[src/rtl/soc_pkg.sv]
// -----------------------------------------------------------------------------
// soc_pkg -- shared constants for the soc instruction-fetch/decode demo.
//   * RV32 base opcode values for the ten instruction classes
//   * NOP reset value for the instruction register
//   * bit positions of each status flag on the LEDS display
//   * op_class_t: one-hot class flags produced by the decoder
//   * rom_word(): contents of the preloaded program ROM
// No ports (package).
// -----------------------------------------------------------------------------
package soc_pkg;

  localparam logic [6:0] OP_ALUREG = 7'b0110011;
  localparam logic [6:0] OP_ALUIMM = 7'b0010011;
  localparam logic [6:0] OP_BRANCH = 7'b1100011;
  localparam logic [6:0] OP_JALR   = 7'b1100111;
  localparam logic [6:0] OP_JAL    = 7'b1101111;
  localparam logic [6:0] OP_AUIPC  = 7'b0010111;
  localparam logic [6:0] OP_LUI    = 7'b0110111;
  localparam logic [6:0] OP_LOAD   = 7'b0000011;
  localparam logic [6:0] OP_STORE  = 7'b0100011;
  localparam logic [6:0] OP_SYSTEM = 7'b1110011;

  // add x0, x0, x0
  localparam logic [31:0] NOP = 32'h0000_0033;

  localparam int LED_PC0    = 7;
  localparam int LED_UPPER  = 6;  // LUI | AUIPC
  localparam int LED_JUMP   = 5;  // JAL | JALR
  localparam int LED_BRANCH = 4;
  localparam int LED_STORE  = 3;
  localparam int LED_LOAD   = 2;
  localparam int LED_ALUIMM = 1;
  localparam int LED_ALUREG = 0;

  typedef struct packed {
    logic alu_reg;
    logic alu_imm;
    logic branch;
    logic jalr;
    logic jal;
    logic auipc;
    logic lui;
    logic load;
    logic store;
    logic system;
  } op_class_t;

  // Program image; every word past the listed ones is ebreak so the core
  // always ends up frozen regardless of ROM depth.
  function automatic logic [31:0] rom_word(input int unsigned idx);
    logic [31:0] w;
    if (idx == 0)                  w = 32'h0000_0033;  // add  x0,x0,x0
    else if (idx == 1)             w = 32'h0000_00B3;  // add  x1,x0,x0
    else if (idx >= 2 && idx <= 5) w = 32'h0010_8093;  // addi x1,x1,1
    else if (idx == 6)             w = 32'h0000_8133;  // add  x2,x1,x0
    else if (idx == 7)             w = 32'h0020_81B3;  // add  x3,x1,x2
    else if (idx == 8)             w = 32'h0031_D193;  // srli x3,x3,3
    else if (idx == 9)             w = 32'h01F1_9193;  // slli x3,x3,31
    else if (idx == 10)            w = 32'h4051_D193;  // srai x3,x3,5
    else if (idx == 11)            w = 32'h01A1_D093;  // srli x1,x3,26
    else if (idx == 12)            w = 32'h0000_A103;  // lw   x2,0(x1)
    else if (idx == 13)            w = 32'h0020_A023;  // sw   x2,0(x1)
    else                           w = 32'h0010_0073;  // ebreak
    return w;
  endfunction

endpackage

[src/rtl/soc_if.sv]
// -----------------------------------------------------------------------------
// soc_if -- timing link between the clock/reset block and the core.
//   step : one-cycle enable; the core fetches one instruction per step
// Modports:
//   master : driven by clockworks
//   slave  : consumed by the soc core
// -----------------------------------------------------------------------------
interface soc_if;
  logic step;

  modport master (output step);
  modport slave  (input  step);
endinterface

[src/rtl/soc_clockworks.sv]
// -----------------------------------------------------------------------------
// clockworks -- reset release synchronizer and step-tick generator.
// Ports:
//   clk   : system clock
//   rst_n : asynchronous active-low reset (board pin)
//   tick  : soc_if.master, carries the step enable
// Macro MY_EN: when defined the divider is bypassed and step is high on
// every cycle after reset release; otherwise step pulses once every
// 2^CLK_DIV_BITS cycles.
// -----------------------------------------------------------------------------
module clockworks #(
  parameter int CLK_DIV_BITS = 21
) (
  input  logic clk,
  input  logic rst_n,
  soc_if.master tick
);

  // Assertion is immediate, release is retimed through two flops so that
  // the step logic never sees a metastable reset edge.
  logic rst_meta_q, rst_meta_d;
  logic rst_sync_q, rst_sync_d;

  always_comb begin
    rst_meta_d = 1'b1;
    rst_sync_d = rst_meta_q;
  end

  always_ff @(posedge clk or negedge rst_n) begin
    if (!rst_n) begin
      rst_meta_q <= 1'b0;
      rst_sync_q <= 1'b0;
    end else begin
      rst_meta_q <= rst_meta_d;
      rst_sync_q <= rst_sync_d;
    end
  end

`ifdef MY_EN
  localparam int unused_div_bits = CLK_DIV_BITS;

  assign tick.step = rst_sync_q;
`else
  logic [CLK_DIV_BITS-1:0] div_q, div_d;

  always_comb begin
    div_d = div_q;
    if (rst_sync_q) begin
      div_d = div_q + 1'b1;
    end
  end

  always_ff @(posedge clk or negedge rst_n) begin
    if (!rst_n) begin
      div_q <= '0;
    end else begin
      div_q <= div_d;
    end
  end

  // Terminal count gives exactly one step per divider period.
  assign tick.step = rst_sync_q && (div_q == '1);
`endif

endmodule

[src/rtl/soc.sv]
// -----------------------------------------------------------------------------
// soc -- minimal RV32 fetch/decode demonstrator driving a LED status display.
// Ports:
//   CLK   : system clock, all state on rising edge
//   RESET : asynchronous active-low reset
//   LEDS  : decoded-class display (8'hFF once an ebreak is reached)
//   RXD   : UART receive, ignored
//   TXD   : UART transmit, held idle high
// Parameters: MEM_WORDS (ROM depth), CLK_DIV_BITS (step divider width).
// Macro MY_EN: step every clock and print a trace line per step.
// -----------------------------------------------------------------------------
module soc
  import soc_pkg::*;
#(
  parameter int MEM_WORDS    = 32,
  parameter int CLK_DIV_BITS = 21
) (
  input  logic       CLK,
  input  logic       RESET,
  output logic [7:0] LEDS,
  input  logic       RXD,
  output logic       TXD
);

  soc_if tick ();

  clockworks #(
    .CLK_DIV_BITS(CLK_DIV_BITS)
  ) u_clockworks (
    .clk  (CLK),
    .rst_n(RESET),
    .tick (tick)
  );

  // Program ROM, read only through the registered instr fetch below.
  logic [31:0] mem [MEM_WORDS];

  for (genvar gi = 0; gi < MEM_WORDS; gi++) begin : g_rom
    assign mem[gi] = rom_word(gi);
  end

  logic [4:0]  pc_q, pc_d;
  logic [31:0] instr_q, instr_d;
  op_class_t   cls;

  always_comb begin
    pc_d    = pc_q;
    instr_d = instr_q;
    // A decoded SYSTEM instruction halts fetch until the next reset.
    if (tick.step && !cls.system) begin
      instr_d = mem[pc_q];
      pc_d    = (int'(pc_q) == MEM_WORDS - 1) ? 5'd0 : pc_q + 5'd1;
    end
  end

  always_ff @(posedge CLK or negedge RESET) begin
    if (!RESET) begin
      pc_q    <= 5'd0;
      instr_q <= NOP;
    end else begin
      pc_q    <= pc_d;
      instr_q <= instr_d;
    end
  end

  // Decoder
  logic [6:0]  opcode;
  logic [4:0]  rd, rs1, rs2;
  logic [2:0]  funct3;
  logic [6:0]  funct7;
  logic [31:0] imm_i, imm_s, imm_b, imm_u, imm_j;

  assign opcode = instr_q[6:0];
  assign rd     = instr_q[11:7];
  assign rs1    = instr_q[19:15];
  assign rs2    = instr_q[24:20];
  assign funct3 = instr_q[14:12];
  assign funct7 = instr_q[31:25];

  assign imm_i = {{21{instr_q[31]}}, instr_q[30:20]};
  assign imm_s = {{21{instr_q[31]}}, instr_q[30:25], instr_q[11:7]};
  assign imm_b = {{20{instr_q[31]}}, instr_q[7], instr_q[30:25], instr_q[11:8], 1'b0};
  assign imm_u = {instr_q[31:12], 12'b0};
  assign imm_j = {{12{instr_q[31]}}, instr_q[19:12], instr_q[20], instr_q[30:21], 1'b0};

  always_comb begin
    cls = '0;
    case (opcode)
      OP_ALUREG: cls.alu_reg = 1'b1;
      OP_ALUIMM: cls.alu_imm = 1'b1;
      OP_BRANCH: cls.branch  = 1'b1;
      OP_JALR:   cls.jalr    = 1'b1;
      OP_JAL:    cls.jal     = 1'b1;
      OP_AUIPC:  cls.auipc   = 1'b1;
      OP_LUI:    cls.lui     = 1'b1;
      OP_LOAD:   cls.load    = 1'b1;
      OP_STORE:  cls.store   = 1'b1;
      OP_SYSTEM: cls.system  = 1'b1;
      default:   cls = '0;
    endcase
  end

  // Display depends only on pc_q/instr_q, never on the input pins.
  always_comb begin
    LEDS = 8'h00;
    if (cls.system) begin
      LEDS = 8'hFF;
    end else begin
      LEDS[LED_PC0]    = pc_q[0];
      LEDS[LED_UPPER]  = cls.lui | cls.auipc;
      LEDS[LED_JUMP]   = cls.jal | cls.jalr;
      LEDS[LED_BRANCH] = cls.branch;
      LEDS[LED_STORE]  = cls.store;
      LEDS[LED_LOAD]   = cls.load;
      LEDS[LED_ALUIMM] = cls.alu_imm;
      LEDS[LED_ALUREG] = cls.alu_reg;
    end
  end

  assign TXD = 1'b1;

  // Fields and immediates are decoded for future execute stages; fold them
  // together with the idle UART input so nothing dangles.
  logic unused_decode;
  assign unused_decode = ^{rd, rs1, rs2, funct3, funct7,
                           imm_i, imm_s, imm_b, imm_u, imm_j, RXD};

`ifdef MY_EN
  always @(posedge CLK) begin
    if (RESET && tick.step && !cls.system) begin
      $display("soc step: pc=%0d instr=%h class=%b", pc_q, instr_q, cls);
    end
  end
`endif

endmodule

[config.mk]
export PLATFORM = sky130hd
export DESIGN_NAME = soc
export DESIGN_NICKNAME = d
export VERILOG_FILES = /design/src/rtl/soc_pkg.sv /design/src/rtl/soc_if.sv /design/src/rtl/soc_clockworks.sv /design/src/rtl/soc.sv
export SDC_FILE = /design/constraint.sdc
export NUM_CORES = 1
export LEC_CHECK = 0
export ABC_CLOCK_PERIOD_IN_PS = 1980
export BUFFER_PORTS_ARGS = -buffer_cell sky130_fd_sc_hd__buf_2
export CORE_UTILIZATION = 58
export DETAILED_ROUTE_END_ITERATION = 12
export GPL_ROUTABILITY_DRIVEN = 0
export GPL_TIMING_DRIVEN = 1
export HOLD_SLACK_MARGIN = 0.06
export PLACE_DENSITY = 0.77
export SETUP_SLACK_MARGIN = 0.1
export SLEW_MARGIN = 20
export SYNTH_ARGS = -nofsm -noshare
export SYNTH_HDL_FRONTEND = slang
export SYNTH_SLANG_ARGS = --single-unit
[constraint.sdc]
create_clock -name CLK -period 1.98 [get_ports CLK]
set_input_delay 0.198 -clock CLK [delete_from_list [all_inputs] [get_ports CLK]]
set_output_delay 0.198 -clock CLK [all_outputs]
set_load 0.1 [all_outputs]
==> metrics, run 1 <==
status=finished clean; antenna violations before repair=0; DIE HEIGHT=about 53 µm; # fillers=190; first-pass GRT wire length=4160 µm; Post-Syn Area per Cell=11.6 µm²; relative slew slack=55.3%; RSZ-0062 raised after global routing=no; routed wl met3=92 µm; mux contribution to synthesized area=6.28%; Synth Register Bits=31; Setup Skew=10.6 ps; Primary FF master, synth=dfrtp_1; Worst Max-Slew Pin Slew=670 ps; Post-Synth XOR/XNOR Area=12.0%; largest cells by area after synthesis=dfrtp_1 (47%), xnor2_1 (8.0%), ha_1 (4.9%); # clock sinks=31; Util after Layout=approximately 69%; PD cells=740 nW/µm²; drt via density=approximately 5.4; Worst EP required=2190 ps; Row Count=18; crit start category=register; vias in the first global route=roughly 980; largest net degree at the start of global routing=32; CTS tree=yes; Finish-stage setup viols=0; Post-DP HPWL=1790 µm; Warnings, synthesis=0; setup TNS=0 ps; DRC violations left=0; Antenna Nets Post-Route=0; critical hold path startpoint=u_clockworks.rst_meta_q; First-pass DRT Iterations=4; Worst IR Drop VDD=~0.84 mV; worst setup path endpoint=pc_q[4]; WL per Instance=13.6 µm; die area=2860 µm²; EDFF count, synth=0; Worst R2R End=pc_q[4]; Top Ports=12; CP startpoint=u_clockworks.div_q[3]; cell count after synthesis=132; gr ovfl total=0; hold slack=358 ps; Final Net Count=between 150 and 200; Placed Instances=173; post-synthesis simple-gate area fraction=a little under a fifth; CTS Buffer Depth=2; Pleak=0.864 nW; max_cap viols=0; non-filler cells, final=between 150 and 200; Top Metal Used=met3; clock slew at reported path FFs=90 ps; r2r worst-path depth=5; core area=2500 µm²; width of the die=53.5 µm; CP Capture Type=register; Setup CP Type=reg2reg; initial core utilization=61.4%; most instantiated cells after synthesis=dfrtp_1 (29), xnor2_1 (14), nand2_1 (11), inv_1 (7), xor2_1 (7); CTS Root Cell=clkbuf_4; most common cell in the netlist=dfrtp_1; min cycle time layout=roughly 1800 ps; Post-Route WL=around 2500 µm; fin crit share=89.4%; share of cells above drive strength 1=26.1%; Via Count=997; H-tree depth=2; fmax=about 560 MHz; Port Buffer Count=9; sequential fraction of the synthesis area=around half; count of pins over their slew limit=0; largest family of logic cells by synthesized area=simple AND/OR/NAND/NOR gates; Arr. time, crit path=1980 ps; count of cell types in the netlist=34; ant diodes=0; clk_lat worst skew=roughly 320 ps; setup slack, reg-to-reg=210 ps; cts bufs inserted=5; Mapped Area=approximately 1500 µm²; Post-synth ARST share=100%; DR WL met2=1250 µm; crit-path max FO=8; post-synthesis adder-cell area fraction=4.89%; Yosys top cell by area=dfrtp_1; FF-to-FF Start=u_clockworks.div_q[3]; gr usage total=20.7%; 1st-iter DRT viols=13; compound-gate portion of the synthesized area=3.99%; final hold viol count=0; Hold Crit Class=reg2reg; post-synth top area share=about 47%; Routed met1 length=1150 µm; area delta synth->final=12.3%
[cell usage in the layout (no fill, tap or decap), drive strengths merged, types with 2 or more instances in the layout]
master	n
dfrtp	29
xnor2	14
clkbuf	12
nand2	11
buf	9
xor2	7
inv	6
nand3	6
nor2	6
ha	6
nand4	6
mux2	6
and3	6
and2	5
and4	2
a41oi	2
a21oi	2
conb	2
dfstp	2
[flip-flops by register name, indices dropped and copies added, names as in the netlist]
signal / flops
u_clockworks.div_q: 21
pc_q: 5
instr_q: 3
u_clockworks.rst_meta_q: 1
u_clockworks.rst_sync_q: 1
[power breakdown]
part | switching (mW) | total [mW] | internal, mW | leakage (nW)
Combinational | 0.0765 | 0.165 | 0.0881 | 0.426
Sequential | 0.0704 | 0.772 | 0.702 | 0.409
Clock | 0.200 | 0.338 | 0.138 | 0.0293
[metal layers]
metal	GRT usage, %	vias to the layer above
met5	0	-
met4	3.95	0
met3	6.90	0
met2	35.2	17
met1	25.3	493
li1	-	487
[critical path, stage by stage, from the launching register on]
cell     delay, ps
dfrtp_1        450
nand4_1        250
nor4b_4        290
and3_4         220
buf_6          150
mux2_4         300
[cells by family (layout without fill, tap and decap cells)]
family | after synthesis | in the layout
DFF | 31 | 31
muxes | 7 | 7
and+or+nand+nor | 48 | 48
xor gates and xnor gates | 21 | 21
adders and majority gates | 6 | 6
other | 1 | 2
buffers and inverters | 10 | 30
AOI/OAI and AO/OA | 8 | 8
[layout make-up]
class | count | area (µm²) | share of cell area (%)
Tap cell | 30 | 37.5 | 2.18
Inverter | 7 | 30.0 | 1.74
Clock buffer | 7 | 45.0 | 2.61
Multi-Input combinational cell | 92 | 719 | 41.7
Sequential cell | 31 | 778 | 45.1
Timing Repair Buffer | 15 | 109 | 6.31
Clock inverter | 1 | 5.00 | 0.290
[through the flow]
step | worst slack (ps) | power [mW] | instance area (µm²)
finish | 210 | 1.28 | 1720
global route | 110 | 1.36 | 1720
CTS | 107 | 1.27 | 1690
detailed placement | 169 | 0.932 | 1630
global placement | 223 | 0.912 | 1630
floorplan | 194 | 0.882 | 1550
[how the worst min path moves through the flow]
stage | end | cells after the start | slack, ps
after global placement | instr_q[6] | 1 | 270
final | u_clockworks.rst_sync_q | 0 | 360
after global routing | u_clockworks.rst_sync_q | 0 | 380
after CTS | u_clockworks.rst_sync_q | 0 | 360
after floorplan | instr_q[6] | 0 | -100
after detailed placement | instr_q[6] | 1 | 270
[what timing repair did]
item	4_1_cts	5_1_grt
endpoints found under the hold margin	29	0
gates resized for setup	0	8
setup endpoints to repair	0	10
buffers inserted	0	1
hold buffers	1	0
Note: power is estimated with default switching activity, not from simulation.
==> run 2: changes to the inputs <==
- RECOVER_POWER: not set -> 25
==> run 2 against run 1 <==
Effect of this change:
- register-to-register slack about the same
- power down 0.65%
- via count unchanged
- sequential share of layout area up 0.098 points
- global-route usage unchanged
- fmax about the same
- combinational power down 5%
- non-clock buffer count unchanged
- final cell count unchanged
==> metrics, run 2 (synthesis gave the netlist of run 1 again) <==
crit start category=register; min cycle time layout=roughly 1800 ps; Antenna Nets Post-Route=0; gr usage total=20.7%; CTS Buffer Depth=2; Worst Max-Slew Pin Slew=748 ps; final hold viol count=0; Finish-stage setup viols=0; fmax=approximately 570 MHz; relative slew slack=approximately half; antenna violations before repair=0; Top reg by flops=u_clockworks.div_q; CP Capture Type=register; H-tree depth=2; hold slack=358 ps; commonest non-fill, non-tap cell in the layout=dfrtp_1; Placed Instances=around 170; top flop regs=u_clockworks.div_q x21, pc_q x5, instr_q x3; largest net degree at the start of global routing=32; Post-Route WL=2490 µm; WL per Instance=13.6 µm; initial core utilization=61.4%; DIE HEIGHT=between 50 and 60 µm; max_cap viols=0; ant diodes=0; Largest register FFs=21; Worst IR Drop VDD=0.840 mV; width of the die=~53 µm; Hold Crit Class=reg2reg; Pleak=about 0.86 nW; Setup CP Type=reg2reg; Worst EP required=~2200 ps; Via Count=997; core area=approximately 2500 µm²; Row Count=18; combined area of the multi-input logic cells=approximately 720 µm²; cts bufs inserted=5; Port Buffer Count=9; CTS Root Cell=clkbuf_4; die area=about 2900 µm²; drt via density=5.45; # fillers=192; Final Net Count=161; Setup Skew=10.6 ps; area delta synth->final=12.1%; # clock sinks=31; RSZ-0062 raised after global routing=no; First-pass DRT Iterations=4; first-pass GRT wire length=4160 µm; Util after Layout=68.8%; DRC violations left=0; Post-DP HPWL=1790 µm; count of pins over their slew limit=0; Arr. time, crit path=1980 ps; Top Ports=12; clock slew at reported path FFs=90 ps; gr ovfl total=0; vias in the first global route=about 980; non-filler cells, final=183; fin crit share=around 89%; CTS tree=yes; 1st-iter DRT viols=13; status=finished clean; crit-path max FO=8; setup TNS=0 ps; clk_lat worst skew=320 ps; flip-flop and latch area=778 µm²; PD cells=between 700 and 800 nW/µm²; share of cells above drive strength 1=approximately 25%; most frequent cells in the layout=dfrtp_1 (29), xnor2_1 (14), nand2_1 (11)
-- run 2: cell types whose count changed in the layout (fill, tap and decap cells not counted), sizes merged --
cell and change:
buf -2, clkbuf +2
-- run 2: stage by stage --
step                      setup WS, ps  area, µm²  total power, mW
after floorplan                    194       1550            0.882
after global placement             223       1630            0.912
after detailed placement           169       1630            0.932
after CTS                          107       1690             1.27
after global routing               110       1720             1.35
final                              210       1720             1.27
-- run 2: path summary, 6_finish.rpt --
path	from	end	slack [ps]	depth (start not counted)
worst max-delay path	u_clockworks.div_q[1]	pc_q[4]	210	6
worst min-delay path	u_clockworks.rst_meta_q	u_clockworks.rst_sync_q	360	0
worst max register to register	u_clockworks.div_q[1]	pc_q[4]	210	6
worst min register to register	u_clockworks.rst_meta_q	u_clockworks.rst_sync_q	360	0
max in group asynchronous	RESET	u_clockworks.div_q[2]	1030	2
min in group asynchronous	RESET	pc_q[1]	460	2
-- run 2: layout make-up --
cell class | count | share of cell area (%)
Sequential cell | 31 | 45.2
Multi-Input combinational cell | 92 | 41.8
Timing Repair Buffer | 15 | 6.11
Clock buffer | 7 | 2.62
Tap cell | 30 | 2.18
Inverter | 7 | 1.75
Clock inverter | 1 | 0.291
-- run 2: metal layers --
layer	global-route usage, %	vias to the layer above	part of all wire [%]
met2	35.2	17	50
met4	3.95	0	0
met5	0	-	0
li1	-	487	-
met1	25.3	493	46
met3	6.90	0	3.7
-- run 2: repair_timing --
action | CTS | global route
hold endpoints to repair | 29 | 0
hold buffers | 1 | 0
setup endpoints to repair | 0 | 10
buffers inserted | 0 | 1
resized for setup | 0 | 8
-- run 2: report_power, final --
part           total (mW)  leakage [nW]  internal (mW)  switching (mW)
registers           0.772         0.409          0.702          0.0706
logic               0.156         0.422         0.0797          0.0766
clock network       0.338        0.0293          0.138           0.200
total                1.27         0.861          0.920           0.347
-- run 2: critical path, stage by stage, from the launching register on --
cell and delay (ps):
dfrtp_1 380, ha_1 180, and3_4 210, nor4b_4 210, and3_4 220, buf_6 150
mux2_4 300
